===== src/rtl/seven_seg_scanner.sv =====
// Time-multiplexed seven-segment driver: scans NUM_DIGITS anodes with an
// anti-ghost blanking gap per slot, optional hex decode and per-digit blink.
module seven_seg_scanner #(
    parameter int NUM_DIGITS   = 4,
    parameter int SCAN_DIV     = 100000,
    parameter int BLANK_CYCLES = 1000,
    parameter int BLINK_DIV    = 25000000
) (
    input  logic                    clk,
    input  logic                    rst_n,
    input  logic [4*NUM_DIGITS-1:0] digits,
    input  logic [NUM_DIGITS-1:0]   dp_in,
    input  logic                    blink_en,
    input  logic [NUM_DIGITS-1:0]   blink_mask,
    input  logic                    hex_mode,
    output logic [NUM_DIGITS-1:0]   an,
    output logic [6:0]              seg,
    output logic                    dp_n
);

    localparam int SCAN_W  = (SCAN_DIV > 1) ? $clog2(SCAN_DIV) : 1;
    localparam int IDX_W   = (NUM_DIGITS > 1) ? $clog2(NUM_DIGITS) : 1;
    localparam int BLINK_W = (BLINK_DIV > 1) ? $clog2(BLINK_DIV) : 1;

    localparam logic [SCAN_W-1:0]  SCAN_LAST  = SCAN_W'(SCAN_DIV - 1);
    localparam logic [SCAN_W-1:0]  BLANK_LIM  = SCAN_W'(BLANK_CYCLES);
    localparam logic [IDX_W-1:0]   IDX_LAST   = IDX_W'(NUM_DIGITS - 1);
    localparam logic [BLINK_W-1:0] BLINK_LAST = BLINK_W'(BLINK_DIV - 1);

    localparam logic [6:0] SEG_OFF = 7'b111_1111;

    logic [SCAN_W-1:0]  scan_cnt;
    logic [IDX_W-1:0]   idx;
    logic [BLINK_W-1:0] blink_cnt;
    logic               blink_phase;

    logic [NUM_DIGITS-1:0] an_p0;
    logic [6:0]            seg_p0;
    logic                  dp_n_p0;
    logic [3:0]            nib_p0;
    logic                  dp_bit_p0;
    logic                  mask_bit_p0;
    logic                  gap_p0;
    logic                  blink_off_p0;

    // Active-low segment pattern {a,b,c,d,e,f,g}; 10-15 dark unless hex_mode.
    function automatic logic [6:0] seg_decode(input logic [3:0] v, input logic hex);
        logic [6:0] s;
        case (v)
            4'h0:    s = 7'b000_0001;
            4'h1:    s = 7'b100_1111;
            4'h2:    s = 7'b001_0010;
            4'h3:    s = 7'b000_0110;
            4'h4:    s = 7'b100_1100;
            4'h5:    s = 7'b010_0100;
            4'h6:    s = 7'b010_0000;
            4'h7:    s = 7'b000_1111;
            4'h8:    s = 7'b000_0000;
            4'h9:    s = 7'b000_0100;
            4'hA:    s = 7'b000_1000;
            4'hB:    s = 7'b110_0000;
            4'hC:    s = 7'b011_0001;
            4'hD:    s = 7'b100_0010;
            4'hE:    s = 7'b011_0000;
            default: s = 7'b011_1000;
        endcase
        if (!hex && (v > 4'd9)) begin
            s = SEG_OFF;
        end
        return s;
    endfunction

    // Slot timer and digit index
    always_ff @(posedge clk or negedge rst_n) begin
        if (!rst_n) begin
            scan_cnt <= '0;
            idx      <= '0;
        end else if (scan_cnt == SCAN_LAST) begin
            scan_cnt <= '0;
            idx      <= (idx == IDX_LAST) ? '0 : idx + 1'b1;
        end else begin
            scan_cnt <= scan_cnt + 1'b1;
        end
    end

    // Blink timer; cleared immediately when blinking is switched off so the
    // digits come back on the very next registered output.
    always_ff @(posedge clk or negedge rst_n) begin
        if (!rst_n) begin
            blink_cnt   <= '0;
            blink_phase <= 1'b0;
        end else if (!blink_en) begin
            blink_cnt   <= '0;
            blink_phase <= 1'b0;
        end else if (blink_cnt == BLINK_LAST) begin
            blink_cnt   <= '0;
            blink_phase <= ~blink_phase;
        end else begin
            blink_cnt <= blink_cnt + 1'b1;
        end
    end

    // Stage p0: select the active digit and form the next output pattern
    always_comb begin
        nib_p0      = 4'h0;
        dp_bit_p0   = 1'b0;
        mask_bit_p0 = 1'b0;
        an_p0       = '1;
        for (int i = 0; i < NUM_DIGITS; i++) begin
            if (idx == IDX_W'(i)) begin
                nib_p0      = digits[4*i +: 4];
                dp_bit_p0   = dp_in[i];
                mask_bit_p0 = blink_mask[i];
                an_p0[i]    = 1'b0;
            end
        end

        gap_p0       = (scan_cnt < BLANK_LIM);
        blink_off_p0 = blink_en && blink_phase && mask_bit_p0;

        if (gap_p0) begin
            an_p0 = '1;
        end

        if (gap_p0 || blink_off_p0) begin
            seg_p0  = SEG_OFF;
            dp_n_p0 = 1'b1;
        end else begin
            seg_p0  = seg_decode(nib_p0, hex_mode);
            dp_n_p0 = ~dp_bit_p0;
        end
    end

    // Stage p1: registered, glitch-free pad drivers
    always_ff @(posedge clk or negedge rst_n) begin
        if (!rst_n) begin
            an   <= '1;
            seg  <= SEG_OFF;
            dp_n <= 1'b1;
        end else begin
            an   <= an_p0;
            seg  <= seg_p0;
            dp_n <= dp_n_p0;
        end
    end

endmodule


===== config.mk =====
export PLATFORM = sky130hd
export DESIGN_NAME = seven_seg_scanner
export DESIGN_NICKNAME = d
export VERILOG_FILES = /design/src/rtl/seven_seg_scanner.sv
export SDC_FILE = /design/constraint.sdc
export NUM_CORES = 1
export LEC_CHECK = 0
export BUFFER_PORTS_ARGS = -buffer_cell sky130_fd_sc_hd__buf_2
export CAP_MARGIN = 20
export CELL_PAD_IN_SITES_DETAIL_PLACEMENT = 0
export CELL_PAD_IN_SITES_GLOBAL_PLACEMENT = 1
export CORE_MARGIN = 4
export CORE_UTILIZATION = 30
export CTS_CLUSTER_DIAMETER = 120
export CTS_CLUSTER_SIZE = 10
export DETAILED_ROUTE_END_ITERATION = 10
export GPL_TIMING_DRIVEN = 1
export PLACE_DENSITY_LB_ADDON = 0.3
export SYNTH_ARGS = -nofsm -noshare
export SYNTH_HDL_FRONTEND = slang
export SYNTH_SLANG_ARGS = --single-unit
export TNS_END_PERCENT = 100

===== constraint.sdc =====
create_clock -name clk -period 3.7 [get_ports clk]
set_input_delay 0 -clock clk [delete_from_list [all_inputs] [get_ports clk]]
set_output_delay 0 -clock clk [all_outputs]
set_load 0.005 [all_outputs]

# Word-level counts from Yosys, hierarchy flattened
# Memories as Yosys holds them, arrays and structs flattened.
# Cells that the tools add are included.
dict set report word_totals {
  ff_bits 57
  romBits 112
  in_bits 28
  output_inout_bits 12
  mem_count 1
}
dict set report classes {
  add_sub_neg 3
  order_cmp 2
  n_eq_ne 6
  n_mux 26
  bitwise 2
  reduce_logical 6
}
# name words word_bits read_ports rd_ports_with_merged_regs wr line_no
set memory_table {}
lappend memory_table {{(no name shown)} 16 7 1 0 0 49} ;# case (v)
# cell count
set op_table {}
lappend op_table {{25-bit two-way mux} 2}
lappend op_table {{25-bit by 1-bit adder with 25-bit output, second input constant} 1}
lappend op_table {{25-bit equality test, second input constant} 1}
lappend op_table {{4-bit two-way mux} 5}
lappend op_table {{17-bit by 1-bit adder with 17-bit output, second input constant} 1}
lappend op_table {{17-bit equality test, second input constant} 1}
lappend op_table {{17-bit by 10-bit < comparator with 1-bit output, second input constant} 1}
lappend op_table {{17-bit two-way mux} 1}
lappend op_table {{1-bit two-way mux} 15}
lappend op_table {{7-bit two-way mux} 2}
lappend op_table {{2-bit equality test, second input constant} 2}
lappend op_table {{4-bit > comparator, second input constant} 1}
lappend op_table {{1-bit logical AND} 3}
lappend op_table {{2-bit by 1-bit adder with 2-bit output, second input constant} 1}
lappend op_table {{2-bit by 1-bit equality test with 1-bit output, second input constant} 1}
lappend op_table {{2-bit zero test} 1}
lappend op_table {{2-bit two-way mux} 1}
lappend op_table {{2-bit by 1-bit inequality test with 1-bit output, second input constant} 1}
lappend op_table {{1-bit inverter} 2}
lappend op_table {{1-bit zero test} 1}
lappend op_table {{1-bit logical OR} 1}

# Depth between registers and ports, before layout
# Gate-level depths: netlist (run 1).
dict set report depth {
  depth_word 9
  ltp_mapped 11
}

# Worst setup path before layout (run 1)
# Ideal clock, no wire load.
dict set report synth_path {
  path_kind {register to register}
  start {register idx[1]}
  end {register seg[5]}
  setup_ns 0.081
  arrival_ns 2.247
  path_slack_ns 1.372
  path_stages_with_launch 12
  path_buffers 1
  cell_sequence {dfrtp_1 > inv_1 > ha_1 > buf_2 > nor2b_1 > a22oi_1 > a21oi_1 > inv_1 > ha_1 > o21ai_0 > a31oi_2 > o211ai_1}
}
dict set report synth_via {
  elab_chain_cells 9
  word_cells_on_any_way 19
  classes_between {1 x order compare; 3 x eq/ne; 10 x mux; 4 x reduce/logical; 1 x memory}
}
# element line_no
set synth_rtl {}
lappend synth_rtl {{from (decl)} 33} ;# logic [IDX_W-1:0] idx;
lappend synth_rtl {{from (signal assigned)} 80} ;# idx <= (idx == IDX_LAST) ? '0 : idx + 1'b1;
lappend synth_rtl {{2-bit zero test} 110} ;# if (idx == IDX_W'(i)) begin
lappend synth_rtl {{4-bit two-way mux (4 in a row)} 110}
lappend synth_rtl {{4-bit > comparator} 67} ;# if (!hex && (v > 4'd9)) begin
lappend synth_rtl {{1-bit logical AND} 67}
lappend synth_rtl {{7-bit two-way mux} 67}
lappend synth_rtl {{7-bit two-way mux *} 125} ;# if (gap_p0 || blink_off_p0) begin
lappend synth_rtl {{via seg_p0[5]} 38} ;# logic [6:0] seg_p0;
lappend synth_rtl {{to (signal assigned)} 142} ;# seg <= seg_p0;
lappend synth_rtl {{to (decl)} 17} ;# output logic [6:0] seg,
# Mark *: on every way through the listed nets, which the timed path passes. The rest lies on a longest branch.
# A chain may end at the register's enable or synchronous reset.

# Final worst setup path (run 1)
dict set report layout_path {
  start {register idx[1]}
  end {register seg[3]}
}
# The elaborated chain is that of the path after synthesis.

==> results.toml, run 1 <==
[floorplanning]
core_um2 = 9820
die_area_um2 = 11800
die_width_um = 109
floorplan.initialDensity = 0.309
row_count = 36
ios = 40
die_h_um = 109

[synth]
synth.distinct_cells = 47
synth-main-ff-cell = "dfrtp_1"
ys_seq_elements = 57
synth_area_per_cell_um2 = 10.1
ys_warn_count = 0
synth-edff-count = 0
syn_area_um2 = 3040
syn-num-nets = 342
ys_seq_area_frac = 0.475
async_reset_ff_frac = 1.00
synth_cells = 301

[clocking]
clock_sinks = 57
cts_setup_buffers = 0
cts-root-buf = "clkbuf_8"
cts_tree = "yes"
cts_resized = 0
path_clk_slew_ns = 0.06
worstSkewPairLatency_ns = 0.33
cts_buffers = 9
clock_tree.buffer_depth = 2
cts.htree.levels = 3

[sta]
clock_skew_ns = 0.0108
slew_viol_final = 0
finalSetupViolCount = 0
period_needed_ns = 2.72
worstMarginPinSlew_ns = 0.727
whs_ns = 0.0378
setup_ws_ns = 0.975
fin_crit_sh = 0.736
slew_headroom = 0.515
setup_tns_ns = 0
fmax_mhz = 367
final_hold_viol_count = 0
rsz0062_at_grt = "no"

[layout]
final_cell_mix = "45 x dfrtp_1, 40 x nor2_1, 39 x buf_2"
n_antenna_cell = 0
fillers = 1046
final_common_cell = "dfrtp_1"
drive_above_1_share = 0.214
area_growth_pct = 17.7
final_cells = 484
fin_nets = 387

[worst_setup_path]
critPathCaptureType = "register"
required_ns = 3.94
worstSetupStartpointType = "register"
cp.arrival_ns = 2.96
path_max_fanout = 10
crit_type = "register to register"

[pwr]
p_switching_uw = 290
power.share.clock = 0.470
ir_drop_mv = 0.170
swShare = 0.220
cell_internal_pwr_uw = 1030
p_leak_uw = 0.00156
combPwrFrac = 0.052
p_per_area_nw_per_um2 = 369
power_frac_seq = 0.478

[route]
wl_met2_um = 2690
drcViolationCount = 0
wl_per_cell_um = 13.1
wl_met1_um = 3410
first_pass_iters = 4
first_iter_violations = 80
topRoutingLayerUsed = "met4"
wl_um = 6360
vias = 2248
avgViaCountPerCell = 4.64
ant_nets = 0
wl_met3_um = 207

[placed_design]
dp_hpwl_um = 4510
routabilityCongestion = 0.811
portBuffers = 39
dpl.cell_count = 466
dp_slack_ns = 0.976

[global_route]
antenna_found_initial = 0
grt_first_pass_wirelength_um = 10900
grt_pass1_vias = 2244
grt_use_total = 0.118
grt_max_degree = 58
grt_overflow = 0

[flow_run]
maxCapViolCount = 0

[status]
status = "completed"

[hold_path]
hp-class = "input port to register"
==> power groups by stage <==
| stage | registers, uW | logic (uW) | clock network (uW) |
|---|---|---|---|
| final | 630 | 68.5 | 620 |
| after global placement | 641 | 71.8 | 0 |
| after detailed placement | 641 | 68.5 | 0 |
| after CTS | 629 | 70.3 | 645 |
| after global routing | 629 | 79.1 | 677 |
| after floorplan | 640 | 36.0 | 0 |
==> worst max-delay path, stage by stage (launching register included) <==
cell and delay [ns]:
dfrtp_1 0.37, inv_1 0.08, ha_1 0.29, nor2b_1 0.28
a22oi_1 0.11, a21oi_1 0.44, inv_1 0.19, ha_1 0.30
o21ai_0 0.22, a31oi_2 0.19, o21ai_0 0.15
==> synthesized netlist by cell type, drive strengths merged, types with 3 or more instances <==
library cell / number / area share
dfrtp: 45 / 0.37
nor2: 40 / 0.049
nand2: 24 / 0.030
xor2: 22 / 0.063
nand3: 18 / 0.030
xnor2: 16 / 0.046
ha: 13 / 0.054
dfstp: 12 / 0.10
nor3: 10 / 0.016
inv: 9 / 0.011
nand4: 9 / 0.019
o21ai: 9 / 0.015
a21oi: 7 / 0.012
and3: 7 / 0.015
buf: 7 / 0.020
nor2b: 7 / 0.014
and4: 5 / 0.014
a211o: 3 / 0.0087
a211oi: 3 / 0.0091
nand3b: 3 / 0.0074
nor3b: 3 / 0.0074
nor4: 3 / 0.016
==> cells by family (layout without fill, tap and decap cells) <==
| kind of cell | after synthesis | after routing | synth area share |
|---|---|---|---|
| flip-flops | 57 | 57 | 0.475 |
| AO/OA/AOI/OAI | 36 | 36 | 0.0824 |
| XOR/XNOR | 38 | 38 | 0.110 |
| AND/OR/NAND/NOR | 138 | 138 | 0.242 |
| adder cells (fa/ha/maj) | 13 | 13 | 0.0536 |
| multiplexers | 1 | 1 | 0.00330 |
| buffers and inverters | 18 | 68 | 0.0338 |
==> stage by stage <==
step,power [uW],instance area (um2),utilization
after floorplan,676,3040,-
after global placement,712,3340,0.340
final,1320,3570,0.364
after detailed placement,709,3340,0.340
after global routing,1390,3570,0.364
after CTS,1350,3570,0.364
==> worst paths after layout <==
| kind | start | endpoint | slack, ns | cells past startpoint |
|---|---|---|---|---|
| worst max-delay path | idx[1]$_DFFE_PN0N_ | seg[3]$_DFF_PN1_ | 0.98 | 10 |
| worst min-delay path | dp_in[3] | dp_n$_DFF_PN1_ | 0.04 | 3 |
| worst max register to register | idx[1]$_DFFE_PN0N_ | seg[3]$_DFF_PN1_ | 0.98 | 10 |
| worst min register to register | scan_cnt[0]$_DFF_PN0_ | scan_cnt[0]$_DFF_PN0_ | 0.48 | 1 |
| max in group asynchronous | rst_n | scan_cnt[14]$_DFF_PN0_ | 2.86 | 3 |
| min in group asynchronous | rst_n | blink_cnt[20]$_DFF_PN0_ | 0.33 | 3 |
==> area by class of cell <==
type	count	area (um2)	area share
Multi-Input combinational cell	226	1490	0.417
Clock inverter	6	82.6	0.0231
Inverter	9	33.8	0.00945
Clock buffer	10	128	0.0357
Sequential cell	57	1440	0.403
Timing Repair Buffer	43	230	0.0644
Tap cell	133	166	0.0466
==> per-layer routing <==
layer | vias to the layer above | track usage
li1 | 1136 | -
met1 | 1070 | 0.172
met2 | 38 | 0.164
met3 | 4 | 0.0400
met4 | 0 | 0.0379
met5 | - | 0
==> flip-flops by register name (all words and copies together), names as in the netlist <==
name	flops
blink_phase	1
seg	7
scan_cnt	17
blink_cnt	25
an	4
dp_n	1
idx	2
==> what timing repair did <==
action	CTS	global route
endpoints found under the setup margin	0	0
endpoints found under the hold margin	46	0
hold buffers	2	0
No activity file was read; power rests on OpenSTA's default activity.
==> inputs of run 2 (changes only) <==
Settings changed: ABC_AREA set to 1.
Clock period 3.7 ns to 2.4 ns, I/O delays scaled along.
==> run 2 against run 1 <==
Effect of this change:
- setup slack got worse by 0.76 ns
- synthesized cell count increased by 50%
- clock power increased by 81%
- critical endpoint is now seg[2]$_DFF_PN1_
==> results.toml, run 2 <==
[status]
status = "completed"

[flow_run]
maxCapViolCount = 0

[placed_design]
routabilityCongestion = 0.871
dpl.cell_count = 631
dp_hpwl_um = 6150
portBuffers = 39

[route]
first_iter_violations = 120
vias = 3038
drcViolationCount = 0
ant_nets = 0
wl_per_cell_um = 12.5
first_pass_iters = 4
avgViaCountPerCell = 4.67
wl_um = 8130

[global_route]
antenna_found_initial = 0
grt_use_total = 0.134
grt_pass1_vias = 3061
grt_first_pass_wirelength_um = 14000
grt_overflow = 0
grt_max_degree = 58

[worst_setup_path]
cpMostUsedCell = "nand2_1"
cp_slowest_cell = "dfrtp_1"
worstSetupStartpointType = "register"
cp_top_family = "adder cells"
crit_type = "register to register"
crit_chain = "inv_1, ha_1, inv_2, nand3_1, nand2_1, nand2_1, nand2_1, nand2_1, ha_1, o211ai_1, a21oi_4, nand3_1"
critPathMaxStageDelay_ns = 0.39
path_buf_inv = 2
critPathCaptureType = "register"
path_max_fanout = 7
required_ns = 2.63
cp.arrival_ns = 2.42

[synth]
ys_warn_count = 0
synth_top_cell_by_area = "dfrtp_1"
synth-main-ff-cell = "dfrtp_1"
synth_common_cells = "94 x nand2_1, 65 x nor2_1, 62 x inv_1, 45 x dfrtp_1, 38 x nand3_1"
synth_top_area_frac = 0.331
synth-edff-count = 0
netlist_top_cells_area = "dfrtp_1 33%, nand2_1 10%, dfstp_2 9.3%, nor2_1 7.2%, inv_1 6.9%"
syn_area_um2 = 3400
ys_seq_area_frac = 0.424
synth.distinct_cells = 32
synth_area_per_cell_um2 = 7.50
async_reset_ff_frac = 1.00
syn-num-nets = 494
ys_seq_elements = 57
synth_cells = 453
yosysMostFrequentCell = "nand2_1"

[pwr]
ir_drop_mv = 0.261
total_power_uw = 2220
power.share.clock = 0.506
p_leak_uw = 0.00182
combPwrFrac = 0.055
swShare = 0.233
power_frac_seq = 0.439
cell_internal_pwr_uw = 1700
p_switching_uw = 518
p_per_area_nw_per_um2 = 546

[sta]
period_needed_ns = 2.19
setup_tns_ns = 0
fin_crit_sh = 0.911
slew_headroom = 0.688
final_hold_viol_count = 0
clock_skew_ns = 0.00848
rsz0062_at_grt = "no"
finalSetupViolCount = 0
worstMarginPinSlew_ns = 0.468
slew_viol_final = 0
fmax_mhz = 457

[floorplanning]
die_h_um = 114
die_width_um = 114
floorplan.initialDensity = 0.309
ios = 40
row_count = 38
core_um2 = 11000
die_area_um2 = 13100

[clocking]
cts_tree = "yes"
path_clk_slew_ns = 0.05
cts.htree.levels = 3
cts_buffers = 9
clock_sinks = 57
cts_setup_buffers = 0
worstSkewPairLatency_ns = 0.32
cts-root-buf = "clkbuf_16"
clock_tree.buffer_depth = 2

[layout]
area_growth_pct = 19.8
multi_input_area_um2 = 1680
fin_nets = 546
drive_above_1_share = 0.190
reg_top3 = "blink_cnt: 25 flops, scan_cnt: 17 flops, seg: 7 flops"
final_common_cell = "nand2_1"
largest_register_ffs = 25
fillers = 1152
final_core_util = 0.370
largest-register = "blink_cnt"
final_cell_mix = "93 x nand2_1, 65 x nor2_1, 61 x inv_1"
n_antenna_cell = 0
final_cells = 650
seqCellArea_um2 = 1440

[hold_path]
hp-class = "input port to register"
run 2: cell count changes after synthesis, sizes merged, moves of 7 or more:
cell   change
inv       +58
nor2      +31
nand2     +80
xnor2     -15
xor2      -12
nor2b      -7
nor3      +21
nand3     +21
a21oi     +12
run 2: routing by layer:
layer | up-vias | global-route usage | routed length (um)
li1 | 1561 | - | -
met1 | 1402 | 0.182 | 4040
met2 | 64 | 0.205 | 3640
met3 | 11 | 0.0307 | 311
met4 | 0 | 0.0570 | 130
met5 | - | 0 | 0
run 2: layout make-up:
cell class,instances,share of cell area
flip-flops and latches,57,0.354
clock inverters,6,0.00861
well taps,140,0.0431
multi-input cells,325,0.412
inverters,67,0.0618
repair buffers,45,0.0640
clock buffers,10,0.0563
run 2: logic make-up (layout without fill, tap and decap cells):
logic type / Yosys count / after routing / share of synthesized area
adders and majority gates: 13 / 13 / 0.0479
AOI/OAI and AO/OA: 38 / 38 / 0.0663
buffers and inverters: 71 / 128 / 0.0829
DFF: 57 / 57 / 0.424
xor gates and xnor gates: 11 / 11 / 0.0284
and+or+nand+nor: 263 / 263 / 0.350
run 2: final timing paths:
kind / start / to / slack, ns / cells past startpoint
max in group asynchronous: rst_n / seg[3]$_DFF_PN1_ / 1.86 / 3
setup reg to reg: idx[1]$_DFFE_PN0N_ / seg[2]$_DFF_PN1_ / 0.21 / 12
min in group asynchronous: rst_n / scan_cnt[14]$_DFF_PN0_ / 0.22 / 3
hold reg to reg: scan_cnt[0]$_DFF_PN0_ / scan_cnt[0]$_DFF_PN0_ / 0.46 / 1
setup / recovery: idx[1]$_DFFE_PN0N_ / seg[2]$_DFF_PN1_ / 0.21 / 12
hold / removal: dp_in[2] / dp_n$_DFF_PN1_ / 0.02 / 4
run 2: timing repair:
action	CTS	global route
hold buffers	3	0
endpoints found under the hold margin	60	0
setup endpoints to repair	0	7
resized for setup	0	2
run 2: per-stage QoR:
step	hold WS, ns	instance area, um2	setup WS, ns
2_1_floorplan	-0.296	3400	0.446
3_3_place_gp	0.0344	3770	0.284
3_5_place_dp	0.0393	3770	0.193
4_1_cts	0.0157	4070	0.178
5_1_grt	0.0630	4070	0.00180
6_report	0.0208	4070	0.214
run 2: worst min-delay path, delay by kind of cell:
kind	cells	cell delay (ns)
buffers and inverters	1	0.08
AO/OA/AOI/OAI	3	0.25
run 2: power by group through the flow:
stage	sequential [uW]	combinational, uW	clock (uW)
final	975	123	1120
after global routing	975	141	1210
after CTS	974	126	1160
after detailed placement	990	121	0
after global placement	990	122	0
after floorplan	989	59.2	0
==> inputs of run 3 (changes only) <==
Settings changed: CORE_UTILIZATION 30 to 39, SETUP_SLACK_MARGIN set to 0.3.
==> run 3 against run 2 <==
Effect of this change:
- die area shrank 22%
- total power down 12%
- register-to-register slack improved by 0.23 ns
- routed wire length down 0.15%
- largest power group is now registers
- critical path depth unchanged
- sequential power about the same
- core utilization up 11 points
- via count down 0.56%
- critical path type unchanged
- worst hold slack got worse by 0.0074 ns
- highest routed layer unchanged
- combinational power up 4%
- final area is 1.0% lower
- fmax grew 12%
==> results.toml, run 3 (synthesis gave the netlist of run 2 again) <==
[hold_path]
hp-class = "input port to register"

[floorplanning]
ios = 40
die_width_um = 101
core_um2 = 8340
die_h_um = 101
row_count = 33
floorplan.initialDensity = 0.407
die_area_um2 = 10300

[global_route]
grt_first_pass_wirelength_um = 14000
grt_use_total = 0.169
grt_pass1_vias = 3089
grt_max_degree = 31
grt_overflow = 0
antenna_found_initial = 0

[layout]
fin_nets = 546
drive_above_1_share = 0.202
final_cell_mix = "92 x nand2_1, 65 x nor2_1, 59 x inv_1"
largest_register_ffs = 25
final_core_util = 0.483
final_common_cell = "nand2_1"
n_antenna_cell = 0
fillers = 854
reg_top3 = "blink_cnt: 25 flops, scan_cnt: 17 flops, seg: 7 flops"
largest-register = "blink_cnt"
area_growth_pct = 18.5

[sta]
worstMarginPinSlew_ns = 0.683
final_hold_viol_count = 0
rsz0062_at_grt = "no"
fin_crit_sh = 0.814
setup_tns_ns = 0
slew_headroom = 0.545
clock_skew_ns = 0.0106
slew_viol_final = 0
period_needed_ns = 1.95
fmax_mhz = 512
finalSetupViolCount = 0
setup_ws_ns = 0.447

[placed_design]
routabilityCongestion = 0.847
dp_hpwl_um = 5980
portBuffers = 39
dp_slack_ns = 0.131

[worst_setup_path]
cp.arrival_ns = 2.19
critPathMaxStageDelay_ns = 0.47
path_max_fanout = 7
worstSetupStartpointType = "register"
crit_chain = "inv_4, ha_4, nand3_1, nand2_1, nand2_1, nand2_1, nand2_4, inv_4, ha_4, o211ai_1, a21oi_4, nand3_1"
path_buf_inv = 2
crit_type = "register to register"
cpMostUsedCell = "nand2_1"
cp_slowest_cell = "dfrtp_2"
cp_top_family = "simple AND/OR/NAND/NOR gates"
critPathCaptureType = "register"
required_ns = 2.63

[status]
status = "completed"

[clocking]
cts-root-buf = "clkbuf_8"
path_clk_slew_ns = 0.06
worstSkewPairLatency_ns = 0.33
cts.htree.levels = 3
clock_sinks = 57
clock_tree.buffer_depth = 2
cts_tree = "yes"
cts_buffers = 9

[route]
wl_um = 8110
ant_nets = 0
first_iter_violations = 104
avgViaCountPerCell = 4.91
wl_per_cell_um = 13.2
first_pass_iters = 4
drcViolationCount = 0
vias = 3021

[pwr]
p_leak_uw = 0.00178
ir_drop_mv = 0.305
p_per_area_nw_per_um2 = 487

[flow_run]
maxCapViolCount = 0
run 3: what timing repair did:
item,4_1_cts,5_1_grt
setup buffers,1,0
setup endpoints to repair,7,7
pin swaps,2,2
endpoints found under the hold margin,21,0
hold buffers,3,0
resized for setup,12,9
run 3: per-stage QoR:
step / hold slack, ns / power (uW) / area (um2) / instances
floorplan: -0.296 / 1050 / 3400 / 453
global placement: 0.0829 / 1110 / 3720 / 595
detailed placement: 0.0875 / 1110 / 3720 / 595
CTS: 0.00213 / 1990 / 4000 / 615
global route: 0.0361 / 2050 / 4030 / 615
finish: 0.0133 / 1960 / 4030 / 615
run 3: worst paths after layout:
check | from | cells past startpoint | endpoint | slack, ns
max reg2reg | idx[0]$_DFFE_PN0N_ | 12 | seg[1]$_DFF_PN1_ | 0.45
max in group asynchronous | rst_n | 3 | an[0]$_DFF_PN1_ | 1.48
max | idx[0]$_DFFE_PN0N_ | 12 | seg[1]$_DFF_PN1_ | 0.45
min reg2reg | scan_cnt[0]$_DFF_PN0_ | 1 | scan_cnt[0]$_DFF_PN0_ | 0.46
min | dp_in[2] | 4 | dp_n$_DFF_PN1_ | 0.01
min in group asynchronous | rst_n | 2 | blink_cnt[8]$_DFF_PN0_ | 0.24
run 3: layout make-up:
type / count / area, um2 / share of cell area
clock inverter: 3 / 42.5 / 0.0106
clock buffer: 13 / 139 / 0.0345
tap: 105 / 131 / 0.0326
inverter: 67 / 259 / 0.0643
multi-input combinational: 325 / 1750 / 0.435
timing repair buffer: 45 / 260 / 0.0646
sequential: 57 / 1440 / 0.358
run 3: power breakdown:
| part | internal, uW | switching, uW | total [uW] |
|---|---|---|---|
| combinational | 47.2 | 81.2 | 128 |
| sequential | 968 | 5.28 | 973 |
| clock | 480 | 378 | 858 |
| total | 1490 | 465 | 1960 |
run 3: metal layers:
layer	part of all wire	track usage
met3	0.034	0.0386
met2	0.47	0.265
met1	0.48	0.225
met4	0.019	0.0695
met5	0	0
run 3: worst reg2reg max path, delay by kind of cell (launching register included):
kind | cells | cell delay (ns)
buffers and inverters | 2 | 0.20
flip-flops | 1 | 0.47
AO/OA/AOI/OAI | 2 | 0.38
adder cells (fa/ha/maj) | 2 | 0.32
AND/OR/NAND/NOR | 6 | 0.51
